==> src/rtl/xor_pkg.sv <==
// Shared types for the XOR streaming datapath: per-beat operation codes and FSM states.
package xor_pkg;

  typedef enum logic [1:0] {
    M_XOR  = 2'b00,
    M_XNOR = 2'b01,
    M_AND  = 2'b10,
    M_ACC  = 2'b11
  } mode_t;

  typedef enum logic {
    S_IDLE = 1'b0,
    S_ACC  = 1'b1
  } state_t;

endpackage

==> src/rtl/logic_op_nbits.sv <==
// Per-beat combinational operation; ACC contributes a^b to the running frame value.
module logic_op_nbits
  import xor_pkg::*;
#(
  parameter int NB_G = 16
) (
  input  logic [NB_G-1:0] a,
  input  logic [NB_G-1:0] b,
  input  mode_t           mode,
  output logic [NB_G-1:0] result
);

  always_comb begin
    result = '0;
    unique case (mode)
      M_XOR:   result = a ^ b;
      M_XNOR:  result = ~(a ^ b);
      M_AND:   result = a & b;
      M_ACC:   result = a ^ b;
      default: result = '0;
    endcase
  end

endmodule

==> src/rtl/xor_stream_nbits.sv <==
// Valid/ready streaming XOR/XNOR/AND unit with framed XOR accumulation, saturating
// beat count and a registered result stage that holds under backpressure.
module xor_stream_nbits
  import xor_pkg::*;
#(
  parameter int NB_G  = 16,
  parameter int CNT_W = 8
) (
  input  logic             clk_i,
  input  logic             rst_ni,
  input  logic             valid_i,
  output logic             ready_o,
  input  logic [NB_G-1:0]  a_i,
  input  logic [NB_G-1:0]  b_i,
  input  logic [1:0]       mode_i,
  input  logic             last_i,
  input  logic             flush_i,
  output logic             valid_o,
  input  logic             ready_i,
  output logic [NB_G-1:0]  s_o,
  output logic [CNT_W-1:0] cnt_o,
  output logic             sat_o,
  output logic             parity_o,
  output logic             busy_o
);

  localparam logic [CNT_W-1:0] CNT_MAX = '1;
  localparam logic [CNT_W-1:0] CNT_ONE = CNT_W'(1);

  state_t           state_q, state_d;
  logic [NB_G-1:0]  acc_q, acc_d;
  logic [CNT_W-1:0] count_q, count_d;
  logic             fsat_q, fsat_d;
  logic             valid_q, valid_d;
  logic [NB_G-1:0]  s_q, s_d;
  logic [CNT_W-1:0] cnt_q, cnt_d;
  logic             sat_q, sat_d;
  logic             parity_q, parity_d;

  mode_t            beat_mode;
  logic [NB_G-1:0]  op_res;
  logic [NB_G-1:0]  acc_x;
  logic [CNT_W-1:0] cnt_next;
  logic             sat_next;
  logic             accept;
  logic             emit;
  logic [NB_G-1:0]  emit_s;
  logic [CNT_W-1:0] emit_cnt;
  logic             emit_sat;

  // Inside an open frame every beat folds as ACC; the frame's mode is fixed at its first beat.
  assign beat_mode = (state_q == S_ACC) ? M_ACC : mode_t'(mode_i);

  logic_op_nbits #(
    .NB_G (NB_G)
  ) u_op (
    .a      (a_i),
    .b      (b_i),
    .mode   (beat_mode),
    .result (op_res)
  );

  assign ready_o = (!valid_q || ready_i) && !flush_i;
  assign accept  = valid_i && ready_o;

  assign acc_x    = acc_q ^ op_res;
  assign cnt_next = (count_q == CNT_MAX) ? CNT_MAX : count_q + CNT_ONE;
  assign sat_next = (count_q == CNT_MAX) ? 1'b1 : fsat_q;

  always_comb begin
    state_d  = state_q;
    acc_d    = acc_q;
    count_d  = count_q;
    fsat_d   = fsat_q;
    emit     = 1'b0;
    emit_s   = op_res;
    emit_cnt = CNT_ONE;
    emit_sat = 1'b0;

    if (flush_i) begin
      state_d = S_IDLE;
      acc_d   = '0;
      count_d = '0;
      fsat_d  = 1'b0;
    end else if (accept) begin
      if (beat_mode != M_ACC) begin
        emit = 1'b1;
      end else if (state_q == S_IDLE) begin
        if (last_i) begin
          emit = 1'b1;
        end else begin
          state_d = S_ACC;
          acc_d   = op_res;
          count_d = CNT_ONE;
          fsat_d  = 1'b0;
        end
      end else if (last_i) begin
        emit     = 1'b1;
        emit_s   = acc_x;
        emit_cnt = cnt_next;
        emit_sat = sat_next;
        state_d  = S_IDLE;
        acc_d    = '0;
        count_d  = '0;
        fsat_d   = 1'b0;
      end else begin
        acc_d   = acc_x;
        count_d = cnt_next;
        fsat_d  = sat_next;
      end
    end
  end

  // Result stage: reload on an emitting accept, otherwise a handoff drops valid and data holds.
  always_comb begin
    valid_d  = valid_q;
    s_d      = s_q;
    cnt_d    = cnt_q;
    sat_d    = sat_q;
    parity_d = parity_q;
    if (emit) begin
      valid_d  = 1'b1;
      s_d      = emit_s;
      cnt_d    = emit_cnt;
      sat_d    = emit_sat;
      parity_d = ^emit_s;
    end else if (valid_q && ready_i) begin
      valid_d = 1'b0;
    end
  end

  always_ff @(posedge clk_i or negedge rst_ni) begin
    if (!rst_ni) begin
      state_q  <= S_IDLE;
      acc_q    <= '0;
      count_q  <= '0;
      fsat_q   <= 1'b0;
      valid_q  <= 1'b0;
      s_q      <= '0;
      cnt_q    <= '0;
      sat_q    <= 1'b0;
      parity_q <= 1'b0;
    end else begin
      state_q  <= state_d;
      acc_q    <= acc_d;
      count_q  <= count_d;
      fsat_q   <= fsat_d;
      valid_q  <= valid_d;
      s_q      <= s_d;
      cnt_q    <= cnt_d;
      sat_q    <= sat_d;
      parity_q <= parity_d;
    end
  end

  assign valid_o  = valid_q;
  assign s_o      = s_q;
  assign cnt_o    = cnt_q;
  assign sat_o    = sat_q;
  assign parity_o = parity_q;
  assign busy_o   = (state_q == S_ACC);

endmodule

==> config.mk <==
export PLATFORM = sky130hd
export DESIGN_NAME = xor_stream_nbits
export DESIGN_NICKNAME = d
export VERILOG_FILES = /design/src/rtl/xor_pkg.sv /design/src/rtl/logic_op_nbits.sv /design/src/rtl/xor_stream_nbits.sv
export SDC_FILE = /design/constraint.sdc
export NUM_CORES = 1
export LEC_CHECK = 0
export CORE_MARGIN = 2
export CORE_UTILIZATION = 50
export CTS_CLUSTER_SIZE = 20
export DETAILED_ROUTE_END_ITERATION = 12
export PLACE_DENSITY = 0.78
export SYNTH_ARGS = -nofsm -noshare
export SYNTH_HDL_FRONTEND = slang
export SYNTH_SLANG_ARGS = --single-unit
==> constraint.sdc <==
create_clock -name clk_i -period 3.5 [get_ports clk_i]
set_input_delay 0.7 -clock clk_i [delete_from_list [all_inputs] [get_ports clk_i]]
set_output_delay 0.7 -clock clk_i [all_outputs]
set_load 0.01 [all_outputs]
# Word level (Yosys, flattened, before mapping)
# Cells that the tools add are included.
dict set report op_classes {
  bitwise 4
  addsub 1
  n_eq_ne 7
  n_reduce_logical 13
  muxes 47
}
# op n
set ops {}
lappend ops {{16-bit two-way mux} 11}
lappend ops {{8-bit two-way mux} 12}
lappend ops {{16-bit case mux with 3 select lines} 1}
lappend ops {{16-bit XOR} 2}
lappend ops {{1-bit two-way mux} 22}
lappend ops {{16-bit bitwise AND} 1}
lappend ops {{16-bit NOT} 1}
lappend ops {{16-bit parity} 1}
lappend ops {{8-bit by 1-bit adder with 8-bit output (second input constant)} 1}
lappend ops {{8-bit == test (second input constant)} 1}
lappend ops {{2-bit == test (second input constant)} 2}
lappend ops {{2-bit inequality test (second input constant)} 2}
lappend ops {{2-bit nonzero test} 2}
lappend ops {{1-bit logical AND} 3}
lappend ops {{3-bit by 1-bit inequality test with 1-bit output (second input constant)} 1}
lappend ops {{3-bit AND reduction} 1}
lappend ops {{2-bit by 1-bit == test with 1-bit output (second input constant)} 1}
lappend ops {{1-bit logical NOT} 2}
lappend ops {{2-bit logical NOT} 1}
lappend ops {{2-bit two-way mux} 1}
lappend ops {{2-bit AND reduction} 1}
lappend ops {{2-bit OR reduction} 1}
lappend ops {{1-bit logical OR} 1}
dict set report totals {
  elab_cells 81
  regBits 53
  in_bits 40
}

# Depth between registers and ports, before layout
# Gate-level depths: netlist of run 1.
dict set report depth {
  ltp_word 11
  depth_mapped 13
  mapped_depth_nobuf 10
}

# Modules after synthesis
# Synthesis of run 1 repeated with hierarchy kept, for this count alone.
dict set report unflattened {
  cells_unflattened 447
  area_unflattened_um2 3787.4
}
# module cells_each instances area_per_inst_um2 seq_area_each_um2
set by_module_without_submodules {}
lappend by_module_without_submodules {xor_stream_nbits 388 1 3185.6 1326.3}
lappend by_module_without_submodules {logic_op_nbits 59 1 601.8 0.0}

# Worst setup path before layout of run 1
# No wires, ideal clock.
dict set report synth_timing {
  path_type {in2reg}
  from {input port mode_i[1]}
  to {register parity_q, in the netlist parity_o}
  stages 9
  n_path_buf 0
  path_slack_ns 0.336
  arrival_ns 3.039
  required_time_ns 3.375
  path_cell_list {or2_2 ha_1 inv_2 a221oi_1 a21oi_1 xnor3_2 xor2_2 xnor3_1 mux2_4}
}
dict set report synth_via {
  elab_chain_len 11
}
# element line_no
set synth_lines {}
lappend synth_lines {{start: declaration} xor_stream_nbits.sv:15} ;# input logic [1:0] mode_i,
lappend synth_lines {{2-bit two-way mux *} xor_stream_nbits.sv:52} ;# assign beat_mode = (state_q == S_ACC) ? M_ACC : mode_t'(mode_i);
lappend synth_lines {{2-bit == test / 2-bit logical NOT (equally long branches)} logic_op_nbits.sv:15} ;# unique case (mode)
lappend synth_lines {{2-bit OR reduction (no source line)} n/a}
lappend synth_lines {{16-bit case mux with 3 select lines} logic_op_nbits.sv:15}
lappend synth_lines {{16-bit XOR} xor_stream_nbits.sv:66} ;# assign acc_x = acc_q ^ op_res;
lappend synth_lines {{16-bit two-way mux} xor_stream_nbits.sv:97} ;# end else if (last_i) begin
lappend synth_lines {{16-bit two-way mux} xor_stream_nbits.sv:88} ;# end else if (state_q == S_IDLE) begin
lappend synth_lines {{16-bit two-way mux} xor_stream_nbits.sv:86} ;# if (beat_mode != M_ACC) begin
lappend synth_lines {{16-bit two-way mux} xor_stream_nbits.sv:85} ;# end else if (accept) begin
lappend synth_lines {{16-bit two-way mux} xor_stream_nbits.sv:80} ;# if (flush_i) begin
lappend synth_lines {{16-bit parity} xor_stream_nbits.sv:126} ;# parity_d = ^emit_s;
lappend synth_lines {{end signal: assignment} xor_stream_nbits.sv:152} ;# parity_q <= parity_d;
lappend synth_lines {{end: declaration} xor_stream_nbits.sv:38} ;# logic parity_q, parity_d;
# Every way passes the cells marked *; elsewhere a longest branch is shown, timed or not.
# A chain may end at the register's enable or synchronous reset.

# Worst setup path after layout of run 1
dict set report layout_timing {
  from {input port mode_i[0]}
  to {register parity_q, in the netlist parity_o}
}
# Same word-level chain as after synthesis.

==> flow_summary.yaml, run 1 <==
drt:
  finalWirelength_mm: 7.95
  wl_per_cell_microns: 15.0
  dr.pass1.iters: 5
  wl_met2_mm: 3.78
  drt-met1-wl_mm: 3.57
  met3WireLength_microns: 468
  drc: 0
  drt_iter0_drc: 223
  routed.top_layer: "met4"
  dr_total_vias: 3030
  avgViaCountPerCell: 5.74
  drtAntennaViolNets: 0
clocking:
  clock-sinks: 53
  clk_path_buf_depth: 2
  htreeDepth: 2
  cts_tree: "done"
  clkTransAtPathRegs_ns: 0.10
  cts_buffers: 5
  cts-resized-gates: 0
  holdBufCountCts: 0
  postCtsSetupBuffers: 0
  cts-root-buf: "clkbuf_8"
  clk_latency_ns: 0.31
floorplan:
  row_count: 29
  die_area_sq_mm: 0.00745
  dieHeight_microns: 86.3
  ioPinCount: 69
  die_w_microns: 86.3
  initial_core_util_pct: 52.4
  core_area_sq_mm: 0.00646
global_routing:
  grt_pass1_wl_mm: 13.6
  antenna_found_initial: 0
  grt_max_degree: 54
  overflow: 0
  grt_usage_pct: 22.6
  grt_pass1_vias: 2937
worst_setup_path:
  cp-end-kind: "flip-flop"
  r2r_cells: 9
  start_kind: "primary input"
  setup.worst_path.class: "in -> reg"
  worstPathArrival_ns: 3.53
  reg2reg_slack_ns: 0.53
  r2r-start: "busy_o$_DFFE_PN0P_"
  required_ns: 3.70
  timing.rr.end: "parity_o$_DFFE_PN0P_"
  crit_fanout: 9
sta:
  tightest_slew_ns: 0.688
  slew_viol_final: 0
  slew_headroom_pct: 54.1
  max_freq_ghz: 0.301
  hold_viol: 0
  grt_setup_unrepaired: "no"
  min_period_ns: 3.32
  period_share_pct: 94.9
  setup-violations-final: 0
  finalClockSkew_ns: 0.00571
hold_path:
  min-delay-start: "cnt_o[3]$_DFFE_PN0P_"
  hp-class: "reg -> reg"
  hold-path-endpoint: "cnt_o[3]$_DFFE_PN0P_"
  hold_depth: 2
yosys:
  synth_top_area_share_pct: 39.2
  synth_edf_count: 0
  syn-num-nets: 425
  syn_inst: 365
  syn_area_sq_mm: 0.00339
  ys_seq_area_share_pct: 39.2
  async_flop_share_pct: 100
  synth-warning-count: 0
  synth_top_cell_by_area: "dfrtp_1"
  synth-seq-cells: 53
  synth.area.top_cells: "dfrtp_1, nand2_1, o21ai_0"
  avgSynthCellArea_sq_um: 9.28
  synthFlopType: "dfrtp_1"
  synth.distinct_cells: 35
pwr:
  cellPowerDensity_mw_per_mm2: 391
  ir_worst_vdd_mv: 0.173
  finalPower_uw: 1720
  p_leak_uw: 0.00189
job:
  drv_cap: 0
placement:
  placed_cell_area_sq_mm: 0.00430
  routabilityCongestion: 0.895
  hpwl_mm: 6.13
  port-buffer-count: 68
finish:
  utilization_pct: 68.1
  antenna_cells: 0
  register_area_sq_mm: 0.00133
  fin_nets: 510
  nFillCells: 524
  area_growth_syn_to_layout_pct: 29.9
  drive_above_1_share_pct: 10.9
  multi_input_area_sq_mm: 0.00194
  fin_area_sq_mm: 0.00440
outcome:
  status: "finished, final reports clean"
-- how the worst max path moves through the flow --
stage | startpoint | endpoint | slack [ns] | cells after the start
after floorplan | mode_i[1] | parity_o$_DFFE_PN0P_ | 0.34 | 9
after global placement | mode_i[0] | parity_o$_DFFE_PN0P_ | -0.05 | 10
after detailed placement | mode_i[0] | parity_o$_DFFE_PN0P_ | -0.17 | 10
after CTS | mode_i[0] | parity_o$_DFFE_PN0P_ | 0.16 | 10
after global routing | mode_i[0] | parity_o$_DFFE_PN0P_ | 0.05 | 10
final | mode_i[0] | parity_o$_DFFE_PN0P_ | 0.18 | 10
-- power breakdown --
group | internal [uW] | switching, uW
Combinational | 376 | 272
Clock | 161 | 207
Sequential | 668 | 36.6
Total | 1200 | 516
-- flip-flops by register name, indices dropped and copies added (netlist names) --
name and flops:
fsat_q 1, busy_o 1, parity_o 1, sat_o 1
valid_o 1, s_o 16, count_q 8, acc_q 16
cnt_o 8
-- critical path: stages --
cell             delay (ns)
clkdlybuf4s50_1        0.39
or2_2                  0.32
ha_1                   0.38
inv_2                  0.12
a221oi_1               0.30
a21oi_1                0.13
xnor3_2                0.40
xor2_2                 0.19
xnor3_1                0.32
mux2_4                 0.26
-- area by class of cell --
| cell class | instances | share of cell area [%] |
|---|---|---|
| repair buffers | 97 | 20.9 |
| clock buffers | 6 | 1.88 |
| multi-input cells | 288 | 44.2 |
| clock inverters | 2 | 0.313 |
| well taps | 77 | 2.19 |
| inverters | 5 | 0.427 |
| flip-flops and latches | 53 | 30.1 |
-- cell usage in the layout, fill, tap and decap left out, drive strengths merged, types with 15 or more instances in the layout --
master         instances
xnor2                 19
a32o                  16
dfrtp                 53
o21ai                 51
clkdlybuf4s50         67
nand2                 77
xor2                  20
ha                    20
buf                   30
a21oi                 15
-- per-stage QoR --
stage | hold WS, ns | cells | TNS [ns] | setup slack, ns
finish | 0.477 | 528 | 0 | 0.177
global route | 0.512 | 528 | 0 | 0.0492
CTS | 0.482 | 528 | 0 | 0.158
detailed placement | 0.460 | 520 | -0.174 | -0.174
global placement | 0.453 | 520 | -0.0459 | -0.0459
floorplan | 0.404 | 365 | 0 | 0.336
-- routing by layer --
layer	vias up	track usage [%]
met5	-	0
met4	0	5.54
met3	12	3.43
met2	107	37.7
met1	1454	31.1
li1	1457	-
-- kinds of logic after synthesis --
family,share of synthesized area [%]
AOI/OAI and AO/OA,19.4
xor gates and xnor gates,13.7
adders and majority gates,7.39
buffers and inverters,3.47
DFF,39.2
muxes,0.739
and+or+nand+nor,16.2
-- synthesized netlist by cell type (all sizes together), types with 4 or more instances --
| cell type | count |
|---|---|
| xnor2 | 19 |
| ha | 20 |
| a32o | 16 |
| o21ai | 51 |
| or2 | 4 |
| buf | 6 |
| xnor3 | 5 |
| a221oi | 10 |
| nand3 | 8 |
| nor2 | 4 |
| inv | 5 |
| a31oi | 7 |
| dfrtp | 53 |
| nand2b | 10 |
| and2 | 7 |
| clkbuf | 13 |
| nand2 | 77 |
| a21oi | 15 |
| xor2 | 20 |
Power figures use the tool's default switching activity.
==> run 2, diff against run 1 <==
--- a/config.mk
+++ b/config.mk
@@ -5,11 +5,13 @@
 export SDC_FILE = /design/constraint.sdc
 export NUM_CORES = 1
 export LEC_CHECK = 0
+export ABC_CLOCK_PERIOD_IN_PS = 3500
 export CORE_MARGIN = 2
 export CORE_UTILIZATION = 50
 export CTS_CLUSTER_SIZE = 20
 export DETAILED_ROUTE_END_ITERATION = 12
-export PLACE_DENSITY = 0.78
+export PLACE_DENSITY = 0.77
 export SYNTH_ARGS = -nofsm -noshare
 export SYNTH_HDL_FRONTEND = slang
+export SYNTH_HIERARCHICAL = 1
 export SYNTH_SLANG_ARGS = --single-unit
==> run 2 against run 1 <==
Against the previous run: flip-flop and latch count is the same; register-to-register slack gained 0.27 ns; clock skew grew 0.0033 ns; non-clock buffer count shrank 5; synthesized cell count grew 22%; maximum frequency grew 8.7%; routed wire length grew 20%; die area grew 11%; via count grew 17%; critical endpoint unchanged; combinational power grew 1%; cell count grew 17%; sequential share of layout area shrank 2.2 points.
==> flow_summary.yaml, run 2 <==
job:
  drv_cap: 0
yosys:
  ys_seq_area_share_pct: 35.0
  synth_edf_count: 0
  syn_area_sq_mm: 0.00379
  yosys-top-cells-count: "nand2_1, o21ai_0, dfrtp_1, a21oi_1, xnor2_1"
  synth-warning-count: 6
  synth-seq-cells: 53
  yosysMostFrequentCell: "nand2_1"
  avgSynthCellArea_sq_um: 8.47
  syn_inst: 447
  syn-num-nets: 506
  synth.area.top_cells: "dfrtp_1, nand2_1, o21ai_0"
  async_flop_share_pct: 100
  synth_top_cell_by_area: "dfrtp_1"
  synth_top_area_share_pct: 35.0
  synth.distinct_cells: 34
  synthFlopType: "dfrtp_1"
worst_setup_path:
  reg2reg_slack_ns: 0.80
  setup.worst_path.class: "in -> reg"
  worstPathArrival_ns: 3.30
  crit_fanout: 16
  start_kind: "primary input"
  timing.rr.end: "parity_o$_DFFE_PN0P_"
  cp-end-kind: "flip-flop"
  r2r-start: "busy_o$_DFFE_PN0P_"
  r2r_cells: 11
  required_ns: 3.74
finish:
  register_area_sq_mm: 0.00133
  antenna_cells: 0
  drive_above_1_share_pct: 9.65
  final_cell_mix: "nand2_1, clkdlybuf4s50_1, o21ai_0, dfrtp_1, a21oi_1"
  utilization_pct: 65.1
  fin_nets: 576
  area_growth_syn_to_layout_pct: 25.3
  layout_commonest_cell: "nand2_1"
  nFillCells: 648
  multi_input_area_sq_mm: 0.00229
drt:
  dr.pass1.iters: 5
  avgViaCountPerCell: 5.74
  drtAntennaViolNets: 0
  wl_per_cell_microns: 15.4
  finalWirelength_mm: 9.52
  drc: 0
  dr_total_vias: 3544
  drt_iter0_drc: 272
floorplan:
  dieHeight_microns: 91.0
  row_count: 31
  die_area_sq_mm: 0.00829
  die_w_microns: 91.0
  core_area_sq_mm: 0.00729
  ioPinCount: 69
  initial_core_util_pct: 51.9
hold_path:
  hp-class: "in -> async"
clocking:
  cts-root-buf: "clkbuf_8"
  cts-resized-gates: 0
  htreeDepth: 2
  cts_buffers: 5
  clock-sinks: 53
  postCtsSetupBuffers: 0
  cts_tree: "done"
  holdBufCountCts: 0
  clk_latency_ns: 0.30
  clkTransAtPathRegs_ns: 0.10
  clk_path_buf_depth: 2
global_routing:
  grt_usage_pct: 23.6
  grt_pass1_wl_mm: 16.2
  grt_max_degree: 44
  antenna_found_initial: 0
  overflow: 0
  grt_pass1_vias: 3457
sta:
  setup-tns-final_ns: 0
  setup-violations-final: 0
  slew_viol_final: 0
  slew_headroom_pct: 45.9
  finalClockSkew_ns: 0.00901
  min_period_ns: 3.06
  max_freq_ghz: 0.327
  hold_viol: 0
  period_share_pct: 87.3
  tightest_slew_ns: 0.808
  grt_setup_unrepaired: "no"
placement:
  port-buffer-count: 68
  hpwl_mm: 6.89
  routabilityCongestion: 0.840
pwr:
  cellPowerDensity_mw_per_mm2: 362
  finalPower_uw: 1720
  ir_worst_vdd_mv: 0.179
  p_leak_uw: 0.00190
outcome:
  status: "finished, final reports clean"
## run 2: cell types whose count changed in the layout (fill, tap and decap cells not counted), sizes merged, moves of 6 or more
cell and change:
a21oi +24, nand3b +10, o21ai +10, a22oi +16, xnor2 +10, a31oi -7, nand2 +19, a221oi +6
a32o -16
## run 2: final cells by class
class / count / share of cell area [%]
Sequential cell: 53 / 28.0
Clock inverter: 3 / 0.448
Multi-Input combinational cell: 359 / 48.2
Inverter: 6 / 0.475
Tap cell: 99 / 2.61
Clock buffer: 5 / 1.45
Timing Repair Buffer: 92 / 18.8
## run 2: cell families (layout without fill, tap and decap cells)
family / Yosys count / in the layout / synth area share [%]
DFF: 53 / 53 / 35.0
AOI/OAI and AO/OA: 148 / 148 / 25.7
and+or+nand+nor: 142 / 142 / 16.7
muxes: 2 / 2 / 0.529
xor gates and xnor gates: 48 / 48 / 11.1
buffers and inverters: 35 / 106 / 4.66
adders and majority gates: 19 / 19 / 6.28
## run 2: critical path, stage by stage
cell and delay, ns:
clkdlybuf4s50_1 0.43, or2_2 0.30, ha_1 0.32, buf_12 0.17
a221oi_1 0.27, a21oi_1 0.11, xnor2_1 0.20, xnor2_1 0.16
xnor2_1 0.17, xnor2_1 0.12, a211o_1 0.27, nand3_1 0.07
## run 2: worst max path at each step
stage	from	end	slack, ns	cells past startpoint
after detailed placement	mode_i[1]	parity_o$_DFFE_PN0P_	0.13	12
after CTS	mode_i[1]	parity_o$_DFFE_PN0P_	0.44	12
final	mode_i[1]	parity_o$_DFFE_PN0P_	0.44	12
after global placement	mode_i[1]	parity_o$_DFFE_PN0P_	0.19	12
after global routing	mode_i[0]	parity_o$_DFFE_PN0P_	0.28	13
after floorplan	busy_o$_DFFE_PN0P_	parity_o$_DFFE_PN0P_	0.53	15
## run 2: layer usage
metal / global-route usage, % / routed length [microns]
met1: 32.6 / 4340
met2: 39.3 / 4500
met3: 2.32 / 468
met4: 7.20 / 210
met5: 0 / 0
## run 2: power by group
group | leakage [uW] | internal, uW | switching [uW] | total [uW]
Sequential | 0.000709 | 669 | 44.5 | 714
Clock | 0.0000445 | 142 | 204 | 346
Combinational | 0.00115 | 345 | 312 | 657
## run 2: stage by stage
step | cell area [sq um] | instances | worst slack, ns | hold slack, ns
floorplan | 3790 | 447 | 0.526 | 0.404
global placement | 4650 | 609 | 0.191 | 0.461
detailed placement | 4650 | 609 | 0.132 | 0.473
CTS | 4740 | 617 | 0.443 | 0.477
global route | 4740 | 617 | 0.278 | 0.505
finish | 4740 | 617 | 0.443 | 0.457
==> run 3, diff against run 2 <==
--- a/config.mk
+++ b/config.mk
@@ -6,10 +6,12 @@
 export NUM_CORES = 1
 export LEC_CHECK = 0
 export ABC_CLOCK_PERIOD_IN_PS = 3500
+export CORE_ASPECT_RATIO = 1.5
 export CORE_MARGIN = 2
 export CORE_UTILIZATION = 50
 export CTS_CLUSTER_SIZE = 20
 export DETAILED_ROUTE_END_ITERATION = 12
+export HOLD_SLACK_MARGIN = 0.06
 export PLACE_DENSITY = 0.77
 export SYNTH_ARGS = -nofsm -noshare
 export SYNTH_HDL_FRONTEND = slang
==> run 3 against run 2 <==
Against the previous run: global-route usage increased by 0.79 points; cell count fell by 1.3%; flip-flop and latch count stayed put; register-to-register slack about the same; hold slack worse by 0.14 ns; sequential share of layout area rose by 0.42 points; via count decreased by 2.1%; critical endpoint unchanged; largest power group unchanged.
==> flow_summary.yaml, run 3 (same netlist as run 2, synthesis figures left out) <==
drt:
  drt_iter0_drc: 217
  drc: 0
  wl_per_cell_microns: 15.8
  dr_total_vias: 3471
  drtAntennaViolNets: 0
  dr.pass1.iters: 4
  avgViaCountPerCell: 5.70
  finalWirelength_mm: 9.62
worst_setup_path:
  worstPathArrival_ns: 3.37
  cp-end-kind: "flip-flop"
  critical-path-slowest-cell: "clkdlybuf4s50_1"
  max_stage_delay_ns: 0.43
  crit_start: "mode_i[1]"
  setup.worst_path.class: "in -> reg"
  worst_path_most_repeated_cell: "xnor2_1"
  required_ns: 3.75
  timing.rr.end: "parity_o$_DFFE_PN0P_"
  crit_chain: "clkdlybuf4s50_1, or2_2, ha_1, buf_12, a221oi_2, a21oi_1, xor2_1, xnor2_1, xnor2_1, xnor2_1, a211o_1, nand3_1"
  worst-path-buf-inv: 2
  r2r_cells: 11
  crit_family: "XOR/XNOR gates"
  reg2reg_slack_ns: 0.80
  crit_fanout: 16
  start_kind: "primary input"
  r2r-start: "busy_o$_DFFE_PN0P_"
finish:
  fin_nets: 567
  nFillCells: 608
  area_growth_syn_to_layout_pct: 23.4
  utilization_pct: 64.3
  final_cell_mix: "nand2_1, clkdlybuf4s50_1, o21ai_0, dfrtp_1, a21oi_1"
  drive_above_1_share_pct: 7.86
  antenna_cells: 0
  layout_commonest_cell: "nand2_1"
outcome:
  status: "finished, final reports clean"
pwr:
  p_leak_uw: 0.00186
  pwr-share-seq_pct: 41.8
  p_int_uw: 1140
  p_sw_uw: 567
  cellPowerDensity_mw_per_mm2: 365
  switching_share_pct: 33.2
  ir_worst_vdd_mv: 0.267
  power_frac_comb_pct: 37.3
  p_clk_share_pct: 20.9
sta:
  min_period_ns: 3.12
  slew_viol_final: 0
  finalClockSkew_ns: 0.00800
  tightest_slew_ns: 0.820
  slew_headroom_pct: 45.2
  hold_viol: 0
  period_share_pct: 89.1
  grt_setup_unrepaired: "no"
  max_freq_ghz: 0.321
  setup-violations-final: 0
  setup-tns-final_ns: 0
global_routing:
  grt_max_degree: 43
  overflow: 0
  grt_usage_pct: 24.4
  grt_pass1_wl_mm: 15.8
  grt_pass1_vias: 3367
  antenna_found_initial: 0
floorplan:
  dieHeight_microns: 111
  die_area_sq_mm: 0.00830
  core_area_sq_mm: 0.00727
  die_w_microns: 75.1
  initial_core_util_pct: 52.1
  row_count: 38
  ioPinCount: 69
clocking:
  htreeDepth: 2
  holdBufCountCts: 0
  clock-sinks: 53
  cts-resized-gates: 0
  clk_path_buf_depth: 2
  cts_buffers: 5
  cts-root-buf: "clkbuf_8"
  cts_tree: "done"
  postCtsSetupBuffers: 0
  clk_latency_ns: 0.31
  clkTransAtPathRegs_ns: 0.10
placement:
  hpwl_mm: 7.01
  routabilityCongestion: 0.892
  port-buffer-count: 68
job:
  drv_cap: 0
hold_path:
  hp-class: "in -> async"
run 3: layout make-up:
| cell class | count | area (sq um) | area share, % |
|---|---|---|---|
| inverter | 6 | 22.5 | 0.482 |
| timing repair buffer | 83 | 826 | 17.7 |
| tap | 100 | 125 | 2.68 |
| sequential | 53 | 1330 | 28.4 |
| clock buffer | 6 | 72.6 | 1.55 |
| multi-input combinational | 359 | 2290 | 49.0 |
| clock inverter | 2 | 13.8 | 0.294 |
run 3: stage by stage:
step	setup slack (ns)	hold slack (ns)	instance area (sq um)	total power, uW	instances
2_1_floorplan	0.526	0.404	3790	1110	447
3_3_place_gp	0.116	0.465	4590	1350	601
3_5_place_dp	0.0681	0.465	4590	1370	601
4_1_cts	0.381	0.333	4670	1720	609
5_1_grt	0.239	0.353	4670	1800	609
6_report	0.380	0.313	4670	1710	609
run 3: worst max-delay path by stage:
stage | endpoint | depth (start not counted)
final | parity_o$_DFFE_PN0P_ | 12
after global routing | parity_o$_DFFE_PN0P_ | 13
after CTS | parity_o$_DFFE_PN0P_ | 13
after detailed placement | parity_o$_DFFE_PN0P_ | 12
after global placement | parity_o$_DFFE_PN0P_ | 12
after floorplan | parity_o$_DFFE_PN0P_ | 15
run 3: power by group through the flow:
stage / combinational (uW) / sequential, uW / clock (uW)
after floorplan: 366 / 741 / 0
after global placement: 631 / 724 / 0
after detailed placement: 639 / 728 / 0
after CTS: 642 / 715 / 362
after global routing: 693 / 723 / 389
final: 637 / 714 / 357
run 3: routing by layer:
layer  global-route usage (%)  share of wire (%)
met5                        0                  0
met4                     12.5                4.5
met3                     3.38                5.6
met2                     41.1                 50
met1                     29.2                 40
